`config.mk`:
```
export PLATFORM = sky130hd
export DESIGN_NAME = vga_rect_compositor
export DESIGN_NICKNAME = d
export VERILOG_FILES = /design/src/rtl/vga_pkg.sv /design/src/rtl/vga_timing.sv /design/src/rtl/vga_rect_compositor.sv
export SDC_FILE = /design/constraint.sdc
export NUM_CORES = 1
export LEC_CHECK = 0
export ABC_AREA = 1
export ABC_CLOCK_PERIOD_IN_PS = 3300
export BUFFER_PORTS_ARGS = -buffer_cell sky130_fd_sc_hd__buf_2
export CORE_MARGIN = 2
export CORE_UTILIZATION = 54
export CTS_CLUSTER_DIAMETER = 120
export DETAILED_ROUTE_END_ITERATION = 10
export PLACE_DENSITY = 0.83
export SLEW_MARGIN = 10
export SYNTH_ARGS = -nofsm -noshare
export SYNTH_HDL_FRONTEND = slang
export SYNTH_SLANG_ARGS = --single-unit
```
`constraint.sdc`:
```
create_clock -name dclk -period 3.3 [get_ports dclk]
set_input_delay 0.165 -clock dclk [delete_from_list [all_inputs] [get_ports dclk]]
set_output_delay 0.165 -clock dclk [all_outputs]
set_load 0.05 [all_outputs]
```
`src/rtl/vga_pkg.sv`:
```
// -----------------------------------------------------------------------------
// vga_pkg
//
// Shared definitions for the VGA rectangle compositor:
//   - default 640x480@60 timing constants (800x521 total, 25 MHz dclk)
//   - coordinate widths (X_W for px, Y_W for py, CNT_W for the raw counters)
//   - rgb332_t colour type and the per-layer rect_t shadow record
//   - colour-bar palette used when VGA_COLORBARS_EN is defined
// -----------------------------------------------------------------------------
package vga_pkg;

  // Default timing, in dclk cycles (horizontal) and lines (vertical).
  localparam int unsigned H_TOTAL_DEF = 800;
  localparam int unsigned V_TOTAL_DEF = 521;
  localparam int unsigned H_PULSE_DEF = 96;
  localparam int unsigned V_PULSE_DEF = 2;
  localparam int unsigned H_BP_DEF    = 144;
  localparam int unsigned H_FP_DEF    = 784;
  localparam int unsigned V_BP_DEF    = 31;
  localparam int unsigned V_FP_DEF    = 511;

  // Counter and coordinate widths. Totals must not exceed 1024.
  localparam int unsigned CNT_W = 10;
  localparam int unsigned X_W   = 10;
  localparam int unsigned Y_W   = 9;

  typedef logic [7:0] rgb332_t;

  // One captured rectangle layer.
  typedef struct packed {
    logic           en;
    logic [X_W-1:0] x;
    logic [Y_W-1:0] y;
    logic [X_W-1:0] w;
    logic [Y_W-1:0] h;
    rgb332_t        color;
  } rect_t;

  // Colour-bar test pattern, left to right.
  localparam int NUM_BARS = 8;

  function automatic rgb332_t bar_color(input logic [2:0] idx);
    case (idx)
      3'd0:    bar_color = 8'hFF;  // white
      3'd1:    bar_color = 8'hFC;  // yellow
      3'd2:    bar_color = 8'h1F;  // cyan
      3'd3:    bar_color = 8'h1C;  // green
      3'd4:    bar_color = 8'hE3;  // magenta
      3'd5:    bar_color = 8'hE0;  // red
      3'd6:    bar_color = 8'h03;  // blue
      default: bar_color = 8'h00;  // black
    endcase
  endfunction

endpackage

```
`src/rtl/vga_timing.sv`:
```
// -----------------------------------------------------------------------------
// vga_timing
//
// Free-running horizontal/vertical counters and everything derived directly
// from the current counter state. All outputs are combinational views of the
// counter registers; the caller registers them.
//
// Ports:
//   dclk        in   pixel clock
//   rst_n       in   asynchronous active-low reset (counters to 0,0)
//   hsync_raw   out  hc >= H_PULSE (active-low sync, unregistered)
//   vsync_raw   out  vc >= V_PULSE
//   active      out  counter state lies inside the visible area
//   px          out  hc - H_BP (valid only when active)
//   py          out  vc - V_BP, CNT_W wide (valid only when active)
//   frame_first out  state is hc=0, vc=0
//   frame_end   out  state is the last cycle of the frame
// -----------------------------------------------------------------------------
module vga_timing
  import vga_pkg::*;
#(
  parameter int unsigned H_TOTAL = H_TOTAL_DEF,
  parameter int unsigned V_TOTAL = V_TOTAL_DEF,
  parameter int unsigned H_PULSE = H_PULSE_DEF,
  parameter int unsigned V_PULSE = V_PULSE_DEF,
  parameter int unsigned H_BP    = H_BP_DEF,
  parameter int unsigned H_FP    = H_FP_DEF,
  parameter int unsigned V_BP    = V_BP_DEF,
  parameter int unsigned V_FP    = V_FP_DEF
) (
  input  logic             dclk,
  input  logic             rst_n,
  output logic             hsync_raw,
  output logic             vsync_raw,
  output logic             active,
  output logic [X_W-1:0]   px,
  output logic [CNT_W-1:0] py,
  output logic             frame_first,
  output logic             frame_end
);

  localparam logic [CNT_W-1:0] H_LAST    = CNT_W'(H_TOTAL - 1);
  localparam logic [CNT_W-1:0] V_LAST    = CNT_W'(V_TOTAL - 1);
  localparam logic [CNT_W-1:0] H_PULSE_C = CNT_W'(H_PULSE);
  localparam logic [CNT_W-1:0] V_PULSE_C = CNT_W'(V_PULSE);
  localparam logic [CNT_W-1:0] H_BP_C    = CNT_W'(H_BP);
  localparam logic [CNT_W-1:0] H_FP_C    = CNT_W'(H_FP);
  localparam logic [CNT_W-1:0] V_BP_C    = CNT_W'(V_BP);
  localparam logic [CNT_W-1:0] V_FP_C    = CNT_W'(V_FP);

  logic [CNT_W-1:0] hc_q, hc_d;
  logic [CNT_W-1:0] vc_q, vc_d;

  always_comb begin
    hc_d = hc_q + CNT_W'(1);
    vc_d = vc_q;
    if (hc_q == H_LAST) begin
      hc_d = '0;
      vc_d = (vc_q == V_LAST) ? '0 : vc_q + CNT_W'(1);
    end
  end

  // NOTE: state registers use non-blocking assignments so every flop samples
  // the pre-edge value of every other flop, independent of statement order.
  always_ff @(posedge dclk or negedge rst_n) begin
    if (!rst_n) begin
      hc_q <= '0;
      vc_q <= '0;
    end else begin
      hc_q <= hc_d;
      vc_q <= vc_d;
    end
  end

  assign hsync_raw   = (hc_q >= H_PULSE_C);
  assign vsync_raw   = (vc_q >= V_PULSE_C);
  assign active      = (hc_q >= H_BP_C) && (hc_q < H_FP_C) &&
                       (vc_q >= V_BP_C) && (vc_q < V_FP_C);
  assign px          = hc_q - H_BP_C;
  // py is kept counter-wide so it compares against 10-bit y+h sums directly.
  assign py          = vc_q - V_BP_C;
  assign frame_first = (hc_q == '0) && (vc_q == '0);
  assign frame_end   = (hc_q == H_LAST) && (vc_q == V_LAST);

endmodule

```
`src/rtl/vga_rect_compositor.sv`:
```
// -----------------------------------------------------------------------------
// vga_rect_compositor
//
// VGA timing generator plus an NRECT-layer filled-rectangle compositor driving
// an RGB332 DAC. Rectangle inputs are shadow-latched on the last cycle of each
// frame, so they may change at any time without tearing; the hit test only
// ever sees the shadows. Every output is registered from the same counter
// state, giving one dclk of latency and mutual alignment.
//
// Optional build macro: VGA_COLORBARS_EN replaces the background with eight
// vertical colour bars (bg_color is then ignored).
//
// Ports:
//   dclk         in   pixel clock (25 MHz at default timing)
//   rst_n        in   asynchronous active-low reset
//   rect_en      in   per-layer enable, bit i = layer i
//   rect_x       in   left edge,  layer i at [10*i+9:10*i]
//   rect_y       in   top edge,   layer i at [9*i+8:9*i]
//   rect_w       in   width  (0 draws nothing)
//   rect_h       in   height (0 draws nothing)
//   rect_color   in   RGB332 fill, layer i at [8*i+7:8*i]
//   bg_color     in   RGB332 background of the active area
//   hsync/vsync  out  active-low syncs
//   red/green/blue out colour (3/3/2 bits)
//   frame_start  out  one-cycle pulse on the output cycle of hc=0, vc=0
//
// NRECT must lie in 1..8; layer 0 has the highest priority.
// -----------------------------------------------------------------------------
module vga_rect_compositor
  import vga_pkg::*;
#(
  parameter int unsigned H_TOTAL = H_TOTAL_DEF,
  parameter int unsigned V_TOTAL = V_TOTAL_DEF,
  parameter int unsigned H_PULSE = H_PULSE_DEF,
  parameter int unsigned V_PULSE = V_PULSE_DEF,
  parameter int unsigned H_BP    = H_BP_DEF,
  parameter int unsigned H_FP    = H_FP_DEF,
  parameter int unsigned V_BP    = V_BP_DEF,
  parameter int unsigned V_FP    = V_FP_DEF,
  parameter int unsigned NRECT   = 4
) (
  input  logic                 dclk,
  input  logic                 rst_n,
  input  logic [NRECT-1:0]     rect_en,
  input  logic [NRECT*X_W-1:0] rect_x,
  input  logic [NRECT*Y_W-1:0] rect_y,
  input  logic [NRECT*X_W-1:0] rect_w,
  input  logic [NRECT*Y_W-1:0] rect_h,
  input  logic [NRECT*8-1:0]   rect_color,
  input  logic [7:0]           bg_color,
  output logic                 hsync,
  output logic                 vsync,
  output logic [2:0]           red,
  output logic [2:0]           green,
  output logic [1:0]           blue,
  output logic                 frame_start
);

  // ---------------------------------------------------------------------------
  // Timing
  // ---------------------------------------------------------------------------
  logic             hsync_raw, vsync_raw, active, frame_first, frame_end;
  logic [X_W-1:0]   px;
  logic [CNT_W-1:0] py;

  vga_timing #(
    .H_TOTAL (H_TOTAL),
    .V_TOTAL (V_TOTAL),
    .H_PULSE (H_PULSE),
    .V_PULSE (V_PULSE),
    .H_BP    (H_BP),
    .H_FP    (H_FP),
    .V_BP    (V_BP),
    .V_FP    (V_FP)
  ) u_timing (
    .dclk        (dclk),
    .rst_n       (rst_n),
    .hsync_raw   (hsync_raw),
    .vsync_raw   (vsync_raw),
    .active      (active),
    .px          (px),
    .py          (py),
    .frame_first (frame_first),
    .frame_end   (frame_end)
  );

  // ---------------------------------------------------------------------------
  // Shadow registers: reload from the inputs only on the frame-end edge.
  // ---------------------------------------------------------------------------
  rect_t shadow_q [NRECT];
  rect_t shadow_d [NRECT];

  always_comb begin
    for (int i = 0; i < NRECT; i++) begin
      shadow_d[i] = shadow_q[i];
      if (frame_end) begin
        shadow_d[i].en    = rect_en[i];
        shadow_d[i].x     = rect_x[X_W*i +: X_W];
        shadow_d[i].y     = rect_y[Y_W*i +: Y_W];
        shadow_d[i].w     = rect_w[X_W*i +: X_W];
        shadow_d[i].h     = rect_h[Y_W*i +: Y_W];
        shadow_d[i].color = rect_color[8*i +: 8];
      end
    end
  end

  // NOTE: this register array is reset on purpose: after reset every layer
  // must read as disabled until the first capture, so the enables cannot be
  // left to power-up values the way a plain data memory could be.
  always_ff @(posedge dclk or negedge rst_n) begin
    if (!rst_n) begin
      for (int i = 0; i < NRECT; i++) shadow_q[i] <= '0;
    end else begin
      for (int i = 0; i < NRECT; i++) shadow_q[i] <= shadow_d[i];
    end
  end

  // ---------------------------------------------------------------------------
  // Hit test. Right/bottom sums are one bit wider than the operands so a large
  // w or h can never wrap back onto the screen; clipping at the screen edge
  // falls out of gating with 'active'.
  // ---------------------------------------------------------------------------
  logic [NRECT-1:0] hit;

  always_comb begin
    // NOTE: every variable written here gets a default first, so no path
    // leaves it unassigned and no latch is inferred.
    hit = '0;
    for (int i = 0; i < NRECT; i++) begin
      hit[i] = shadow_q[i].en &&
               ({1'b0, px} >= {1'b0, shadow_q[i].x}) &&
               ({1'b0, px} <  ({1'b0, shadow_q[i].x} + {1'b0, shadow_q[i].w})) &&
               (py >= {1'b0, shadow_q[i].y}) &&
               (py <  ({1'b0, shadow_q[i].y} + {1'b0, shadow_q[i].h}));
    end
  end

  // ---------------------------------------------------------------------------
  // Background source
  // ---------------------------------------------------------------------------
  rgb332_t bg_fill;

`ifdef VGA_COLORBARS_EN
  localparam int BAR_W = int'((H_FP - H_BP) / NUM_BARS);
  logic [2:0] bar_idx;

  // Threshold compare instead of a divide; leftover pixels when the active
  // width is not a multiple of eight extend the last (black) bar.
  always_comb begin
    bar_idx = '0;
    for (int k = 1; k < NUM_BARS; k++) begin
      if (int'(px) >= k * BAR_W) bar_idx = 3'(k);
    end
  end

  assign bg_fill = bar_color(bar_idx);
`else
  assign bg_fill = bg_color;
`endif

  // ---------------------------------------------------------------------------
  // Priority: walk from the highest index down so the lowest hitting layer is
  // the last assignment and wins.
  // ---------------------------------------------------------------------------
  rgb332_t pix_color;

  always_comb begin
    pix_color = bg_fill;
    for (int i = NRECT - 1; i >= 0; i--) begin
      if (hit[i]) pix_color = shadow_q[i].color;
    end
    if (!active) pix_color = '0;
  end

  // ---------------------------------------------------------------------------
  // Output register: everything from the same counter state.
  // ---------------------------------------------------------------------------
  logic    hsync_q, vsync_q, frame_start_q;
  rgb332_t color_q;

  always_ff @(posedge dclk or negedge rst_n) begin
    if (!rst_n) begin
      hsync_q       <= 1'b1;
      vsync_q       <= 1'b1;
      color_q       <= '0;
      frame_start_q <= 1'b0;
    end else begin
      hsync_q       <= hsync_raw;
      vsync_q       <= vsync_raw;
      color_q       <= pix_color;
      frame_start_q <= frame_first;
    end
  end

  assign hsync       = hsync_q;
  assign vsync       = vsync_q;
  assign red         = color_q[7:5];
  assign green       = color_q[4:2];
  assign blue        = color_q[1:0];
  assign frame_start = frame_start_q;

endmodule

```
# After elaboration in Yosys (flattened, before gate mapping)
# Cells that the tools add are included.
# totals
register_bits	219
in_bits	198
out_inout_bits	11
wordCells	96
# op_classes
add_sub_neg	12
order_cmp	22
eq_ne	2
mux	7
reduce_logical	23
# op_table
operator	count
adder 10 x 10 -> 11 bit	4
less-than comparator 10 x 11 -> 1 bit	4
adder 9 x 9 -> 10 bit	4
>= comparator 10 bit	4
>= comparator 10 x 9 -> 1 bit	4
less-than comparator 10 bit	4
2-to-1 mux 8 bit	5
logical AND 1 bit	21
adder 10 x 1 -> 10 bit (second input constant)	2
== test 10 bit (second input constant)	2
zero test 10 bit	2
2-to-1 mux 10 bit	2
>= comparator 10 x 2 -> 1 bit (second input constant)	1
>= comparator 10 x 5 -> 1 bit (second input constant)	1
>= comparator 10 x 7 -> 1 bit (second input constant)	1
>= comparator 10 x 8 -> 1 bit (second input constant)	1
less-than comparator 10 bit (second input constant)	1
less-than comparator 10 x 9 -> 1 bit (second input constant)	1
subtractor 10 x 5 -> 10 bit (second input constant)	1
subtractor 10 x 8 -> 10 bit (second input constant)	1

# Logic depth before layout (Yosys ltp)
# Gate-level depths: netlist (run 1).
# depth
ltp_word	11
mapped_depth	24
ltp_nobuf	24

# Hierarchy
# Synthesis (run 1) repeated with hierarchy kept, for this count alone.
# unflattened
cells_unflattened	1753
hier_area_um2	15354.7
# by_module_without_submodules
mod	instances	cells_each	area_each_um2	seq_area_each_um2
vga_rect_compositor	1	1551	13879.6	4982.3
vga_timing	1	202	1475.2	500.5

# Worst setup path after synthesis (run 1)
# Ideal clock, no wire load.
# synth_timing
path_kind	register -> register
start	reg, netlist name shadow_q[27]
end	reg color_q[5]
setup_ns	0.074
arrival_time_ns	3.107
required_time_ns	3.226
slack_ns	0.119
stages_incl_launch_ff	23
path_buffers	0
period_less_slack_ns	3.181
cell_sequence	dfrtp_1 > ha_1 > inv_1 > fa_1 > o21ai_0 > a21oi_1 > o21bai_1 > nand2_1 > nand2_1 > a21oi_1 > xor2_1 > ha_1 > nand2_1 > nor2_1 > nand3_1 > a21oi_1 > a211oi_1 > nand4_4 > nand2_1 > nand2_1 > nand2_1 > nand3_1 > a21oi_2
# synth_between
elab_chain_cells	8
elab_cells_between_ends	10
cone_classes	1 x add/sub; 2 x order compare; 5 x mux; 2 x reduce/logical
# synth_lines
item	line_no	source
adder 9 x 9 -> 10 bit / >= comparator 10 x 9 -> 1 bit (equally long branches)	vga_rect_compositor.sv:134, vga_rect_compositor.sv:133	
less-than comparator 10 bit / logical AND 1 bit (equally long branches)	vga_rect_compositor.sv:134, vga_rect_compositor.sv:132	
logical AND 1 bit *	vga_rect_compositor.sv:133	(py >= {1'b0, shadow_q[i].y}) &&
2-to-1 mux 8 bit * (4 in a row)	vga_rect_compositor.sv:170	if (hit[i]) pix_color = shadow_q[i].color;
2-to-1 mux 8 bit *	vga_rect_compositor.sv:172	if (!active) pix_color = '0;
net pix_color[5]	vga_rect_compositor.sv:165	rgb332_t pix_color;
to (signal assigned)	vga_rect_compositor.sv:190	color_q <= pix_color;
to (decl)	vga_rect_compositor.sv:179	rgb332_t color_q;
# Mark *: on every way through the listed nets, which the timed path passes. The rest lies on a longest branch.
# A chain may end at the register's enable or synchronous reset.

# Worst setup path after layout (run 1)
# layout_timing
start	reg, netlist name shadow_q[104]
end	reg color_q[2]
# layout_between
elab_chain_cells	6
# layout_lines
item	line_no	source
adder 9 x 9 -> 10 bit	vga_rect_compositor.sv:134	(py < ({1'b0, shadow_q[i].y} + {1'b0, shadow_q[i].h}));
less-than comparator 10 bit	vga_rect_compositor.sv:134	
logical AND 1 bit	vga_rect_compositor.sv:133	
2-to-1 mux 8 bit (2 in a row)	vga_rect_compositor.sv:170	
2-to-1 mux 8 bit	vga_rect_compositor.sv:172	
net pix_color[2]	vga_rect_compositor.sv:165	
# The timed path passes the listed nets, and every way through them passes these cells.

==> metrics.csv, run 1 <==
metric,value,unit
synth_edf_count,0,
synthTopCellsByArea,"dfrtp_1, ha_1, nand2_1",
num_rows,62,
cpMostUsedCell,a21oi_2,
finalSetupViolCount,8,
fin_nets,2836,
fill_cells,1945,
hold_path_startpoint,bg_color[6],
ant_nets,0,
grt_pass1_vias,15900,
design.portCount,209,
tns,-1020,ps
cts_tree,done,
initial_utilization,0.544,
drc_errors,0,
synth_top_family_by_area,simple AND/OR/NAND/NOR gates,
crit_slowest_cell,dfrtp_1,
synthAdderAreaFrac,0.199,
cap_violations,0,
ys_seq_elements,219,
ir_drop,0.355,mV
clkSlewWorstSetupHoldPaths,70,ps
synth_top_area_frac,0.350,
cellLeakagePower,0.0105,uW
required,3770,ps
layout_setup_ws,-219,ps
grt_antenna_before_repair,2,
cp_max_fo,8,
synthCells,1954,
synthArstFlopShare,1.00,
crit_path_end_kind,flop,
synthDistinctLibCells,47,
drtIter0Drc,1116,
hold_violations,0,
die_area,0.0301,sq mm
drtPass1Iterations,5,
cp_cell_sequence,ha_4 > a21oi_2 > nand2_1 > a21oi_2 > o21bai_2 > a21oi_2 > o21ai_2 > a21o_1 > a21oi_1 > ha_1 > nand2_2 > nor2_2 > nand4_1 > nor2_2 > a211oi_4 > nand4_4 > nor2_1 > nor2_1 > a21oi_2,
yosysTopAreaCell,dfrtp_1,
portBuffers,208,
synth_seq_area_share,0.353,
hpwl,30.4,mm
fin_cells,2804,
die_h,174,um
startpoint,shadow_q[104],
vias,15800,
worstReg2RegStart,shadow_q[104],
htree_num_levels,1,
final_common_cell,nand2_1,
finalCriticalPeriod,3520,ps
dpl_cell_area,0.0171,sq mm
synth-compound-area-share,0.108,
dpl.cell_count,2536,
synthXorXnorAreaFrac,0.0389,
final.period_utilization,1.07,
worst_pin_slew,1060,ps
criticalPathCategory,flop to flop,
max-slew-margin-rel,0.284,
syn_area_per_cell,7.95,sq um
min_path_type,input pin to flop,
grt_overflow_total,0,
final_area,0.0206,sq mm
drive_above_1_share,0.190,
cts_max_path_buffers,3,
synthSimpleGateAreaFrac,0.225,
p_per_area,299,mW/mm^2
fin_worst_skew,26.1,ps
multi_input_comb_area,0.00935,sq mm
place.gp.congestion,0.908,
status,finished with violations,
areaGrowthSynthToFinish,32.8,%
syn_nets,2394,
wl_per_cell,18.1,um
grt_max_degree,99,
core-area,0.0285,sq mm
yosys_most_used_dff,dfrtp_1,
grt_usage,0.319,
worstSkewPairLatency,560,ps
grt_setup_unrepaired,yes,
arrival,3990,ps
syn_area,0.0155,sq mm
regArea,0.00548,sq mm
layout_common_cells,"nand2_1, inv_1, ha_1",
viasPerCell,5.62,
postRouteWirelength,50.6,mm
cts.sinks,219,
p_total,6160,uW
timing.fmax,284,MHz
slowest_delay,410,ps
die_x,174,um
yosys_warnings,0,
cts_buffers,26,
violations,negative setup slack,
cts-root-buf,clkbuf_16,
fin_util,0.722,
synthMuxAreaShare,0,
grt_first_pass_wirelength,77.8,mm
finalMaxSlewViolations,0,
start_kind,flop,
[metal layers]
layer  up-vias  track usage  share of wire
met1      7425        0.369           0.37
met5         -            0              0
met3       268       0.0463          0.067
li1       7248            -              -
met4         0        0.177          0.066
met2       810        0.570           0.49
[flip-flops by register name, indices dropped and copies added, names as in the netlist]
| register | cells |
|---|---|
| color_q | 8 |
| frame_start | 1 |
| hsync | 1 |
| shadow_q | 188 |
| u_timing.hc_q | 10 |
| u_timing.vc_q | 10 |
| vsync | 1 |
[repair_timing]
action | 4_1_cts | 5_1_grt
hold buffers | 189 | 0
resized for setup | 45 | 83
pin swaps | 34 | 39
gates cloned | 2 | 0
endpoints found under the hold margin | 282 | 0
buffers inserted | 11 | 15
setup endpoints to repair | 8 | 8
[final cells by class]
type	instances	share of cell area
antenna	4	0.000485
inverter	233	0.0426
timing repair buffer	457	0.170
clock buffer	32	0.0341
multi-input combinational	1459	0.453
tap	384	0.0233
sequential	219	0.266
clock inverter	16	0.0100
[metrics by stage]
step	setup WS (ps)	hold slack [ps]
2_1_floorplan	119	-131
3_3_place_gp	4.10	268
3_5_place_dp	-243	273
4_1_cts	-6.40	38.4
5_1_grt	-390	62.4
6_report	-219	55.9
[logic make-up (layout without fill, tap and decap cells)]
group,after synthesis,in the layout
other cells,0,4
buf+inv,278,738
compound gates,309,309
flops,219,219
fa+ha+maj,242,242
simple gates,837,839
xor+xnor,69,69
[power breakdown]
group	internal, uW	total (uW)	leakage, uW	switching (uW)
clock	1830	3080	0.000429	1250
sequential	2690	2690	0.00206	0
combinational	241	397	0.00798	156
total	4760	6160	0.0105	1400
[Yosys cell counts (all sizes together) (5+ instances only)]
cell,n
nand3,54
nand4,21
o21ai,136
nor3,12
nor4,8
fa,8
xor2,44
ha,234
buf,41
a21oi,125
o21bai,10
nand2,642
a21o,6
nor2,93
dfrtp,217
o211ai,7
o21a,6
a211oi,5
xnor2,25
inv,233
[critical path, delay by kind of cell, from the launching register on]
family                   cells  cell delay (ps)
flip-flops                   1              410
AND/OR/NAND/NOR              8             1060
adder cells (fa/ha/maj)      2              560
AO/OA/AOI/OAI                9             1420
[worst paths after layout]
kind,cells after the start,to,slack (ps)
setup / recovery,19,color_q[2],-220
setup reg to reg,19,color_q[2],-220
min in group asynchronous,2,shadow_q[19],240
hold reg to reg,2,shadow_q[93],480
hold / removal,5,color_q[6],60
max in group asynchronous,3,shadow_q[93],2160
No activity file was read; power rests on OpenSTA's default activity.
==> run 2, diff against run 1 <==
--- a/config.mk
+++ b/config.mk
@@ -7,11 +7,11 @@
 export LEC_CHECK = 0
 export ABC_AREA = 1
 export ABC_CLOCK_PERIOD_IN_PS = 3300
-export BUFFER_PORTS_ARGS = -buffer_cell sky130_fd_sc_hd__buf_2
 export CORE_MARGIN = 2
-export CORE_UTILIZATION = 54
+export CORE_UTILIZATION = 59
 export CTS_CLUSTER_DIAMETER = 120
 export DETAILED_ROUTE_END_ITERATION = 10
+export DONT_BUFFER_PORTS = 1
 export PLACE_DENSITY = 0.83
 export SLEW_MARGIN = 10
 export SYNTH_ARGS = -nofsm -noshare
==> run 2 against run 1 <==
- the run ends with negative hold slack, negative setup slack left
- wire length is essentially flat
- clock-buffer cell count grew 3
- sequential share of layout area grew 1.9 points
- clock power grew 2%
- via count shrank 4.2%
- maximum frequency shrank 7.1%
- combinational power shrank 45%
- critical path depth grew 2
- die area shrank 8.3%
- flip-flop and latch count is the same
- worst setup slack lost 270 ps
- first-iteration DRC count grew 22%
- critical path type unchanged
- critical endpoint unchanged
- largest power group unchanged
==> metrics.csv, run 2 (synthesized netlist as in run 1, its figures left out) <==
metric,value,unit,change
finalMaxSlewViolations,0,,unchanged
drive_above_1_share,0.0852,,-0.104
finalCriticalPeriod,3790,ps,+270 ps
drtPass1Iterations,10,,+5
postRouteWirelength,50.6,mm,about the same
fin_util,0.740,,+0.0179
crit_path_end_kind,flop,,
p_sw,1270,uW,-9.2%
grt_max_degree,220,,+120%
hold_violations,219,,+219
worstReg2RegStart,shadow_q[121],,
grt_pass1_vias,15400,,-3.2%
finalSetupViolCount,8,,unchanged
core-area,0.0260,sq mm,-9.0%
min_path_type,input pin to async pin,,
fin_cells,2537,,-9.5%
arrival,4220,ps,+230 ps
p_per_area,314,mW/mm^2,+5.2%
num_rows,59,,-4.8%
cts_max_path_buffers,3,,unchanged
worstSkewPairLatency,540,ps,-20 ps
ant_nets,0,,unchanged
fin_nets,2616,,-7.8%
dpl.cell_count,2277,,-10%
grt_first_pass_wirelength,76.9,mm,-1.2%
finalHoldWorstSlack,-657,ps,-713 ps
die_area,0.0276,sq mm,-8.3%
largest_reg_flops,188,,unchanged
pwr-share-seq,0.444,,+0.008
fin_worst_skew,23.5,ps,-2.52 ps
initial_utilization,0.598,,+0.0537
netSwitchingFraction,0.211,,-0.0170
timing.fmax,264,MHz,-7.1%
cts-root-buf,clkbuf_16,,
power.internal,4770,uW,+0.26%
hpwl,29.1,mm,-4.2%
grt_antenna_before_repair,9,,+7
cts_tree,done,,
viasPerCell,5.95,,+5.9%
p_total,6050,uW,-1.9%
cellLeakagePower,0.00954,uW,-8.8%
start_kind,flop,,
comb_power_share,0.036,,-0.028
wl_per_cell,19.9,um,+10%
place.gp.congestion,0.883,,-2.8%
fill_cells,1741,,-10%
final.period_utilization,1.15,,+0.0817
violations,"negative hold slack, negative setup slack",,
final_common_cell,nand2_1,,
die_x,166,um,-4.2%
layout_setup_ws,-489,ps,-270 ps
design.portCount,209,,unchanged
vias,15100,,-4.2%
htree_num_levels,1,,unchanged
drtIter0Drc,1362,,+22%
worst_pin_slew,1030,ps,-31.5 ps
layout_common_cells,"nand2_1, inv_1, ha_1",,
cts_buffers,24,,-7.7%
grt_usage,0.345,,+0.0256
ctsHoldBuffers,192,,+1.6%
portBuffers,0,,-100%
ir_drop,0.444,mV,+25%
largestRegisters,"shadow_q (188), u_timing.hc_q (10), u_timing.vc_q (10)",,
criticalPathCategory,flop to flop,,
grt_setup_unrepaired,yes,,
startpoint,shadow_q[121],,
drc_errors,0,,unchanged
max-slew-margin-rel,0.309,,+0.0246
clkPwrFrac,0.520,,+0.020
clkSlewWorstSetupHoldPaths,80,ps,about the same
die_h,166,um,-4.2%
grt_overflow_total,0,,unchanged
required,3730,ps,-40 ps
regMostFlops,shadow_q,,
areaGrowthSynthToFinish,23.9,%,
cts.sinks,219,,unchanged
cap_violations,0,,unchanged
cp_max_fo,8,,unchanged
status,finished with violations,,
run 2: changes by cell type in the layout (fill, tap and decap cells not counted), sizes merged:
cell         delta
buf           -221
clkinv          -5
diode           +4
clkbuf          +3
clkinvlp        -3
dlygate4sd3     +3
bufinv          +1
run 2: final cells by class:
class                   count  area (sq um)  area share
repair buffers            239          2360       0.123
multi-input cells        1459          9160       0.476
clock inverters             9           178     0.00924
flip-flops and latches    219          5480       0.285
clock buffers              35           733      0.0381
well taps                 335           419      0.0218
diodes                      8          20.0     0.00104
inverters                 233           878      0.0457
run 2: path summary, 6_finish.rpt:
| check | end | slack [ps] | depth (start not counted) |
|---|---|---|---|
| worst max-delay path | color_q[2] | -490 | 21 |
| worst min-delay path | shadow_q[78] | -660 | 0 |
| worst max register to register | color_q[2] | -490 | 21 |
| worst min register to register | shadow_q[93] | 480 | 2 |
| max in group asynchronous | shadow_q[137] | 3260 | 0 |
| min in group dclk | color_q[7] | 50 | 6 |
run 2: timing repair:
item / 4_1_cts / 5_1_grt
pin swaps: 10 / 31
hold endpoints to repair: 411 / 219
gates resized for setup: 23 / 54
gates cloned: 1 / 1
buffers inserted: 1 / 13
setup endpoints to repair: 8 / 8
run 2: routing by layer:
layer	up-vias	GRT usage	part of all wire	wire length (um)
met5	-	0	0.00018	9
met4	2	0.192	0.068	3420
met3	303	0.0682	0.077	3910
met2	917	0.615	0.49	25000
met1	7054	0.387	0.36	18300
li1	6820	-	-	-
run 2: per-stage QoR:
| step | setup slack (ps) | TNS, ps | cell area (sq um) | hold slack, ps |
|---|---|---|---|---|
| final | -489 | -3070 | 19200 | -657 |
| after global routing | -522 | -3500 | 19200 | -679 |
| after CTS | -1.14 | -1.14 | 18900 | -685 |
| after detailed placement | -130 | -931 | 16000 | -121 |
| after global placement | 22.3 | 0 | 16000 | -121 |
| after floorplan | 119 | 0 | 15500 | -131 |
run 2: power groups by stage:
stage                     Clock, uW  Combinational (uW)  Sequential [uW]
after global placement            0                13.1             2730
after detailed placement          0                13.3             2730
final                          3140                 218             2680
after global routing           3250                 227             2680
after CTS                      3120                 200             2680
after floorplan                   0                10.1             2740
run 2: worst max-delay path, stage by stage (launching register included):
cell,delay [ps]
dfrtp_1,400
ha_2,210
fa_2,410
nand3_2,110
nand2_2,80
a21oi_2,160
o21bai_2,90
nand2_1,90
nand2_2,70
a21oi_2,150
xor2_1,190
ha_1,270
nand2_2,80
nor2_2,60
nand4_1,120
nor2_1,70
a211oi_1,220
buf_4,180
nand4_4,230
nor2_2,230
nor2_2,70
a21oi_1,200
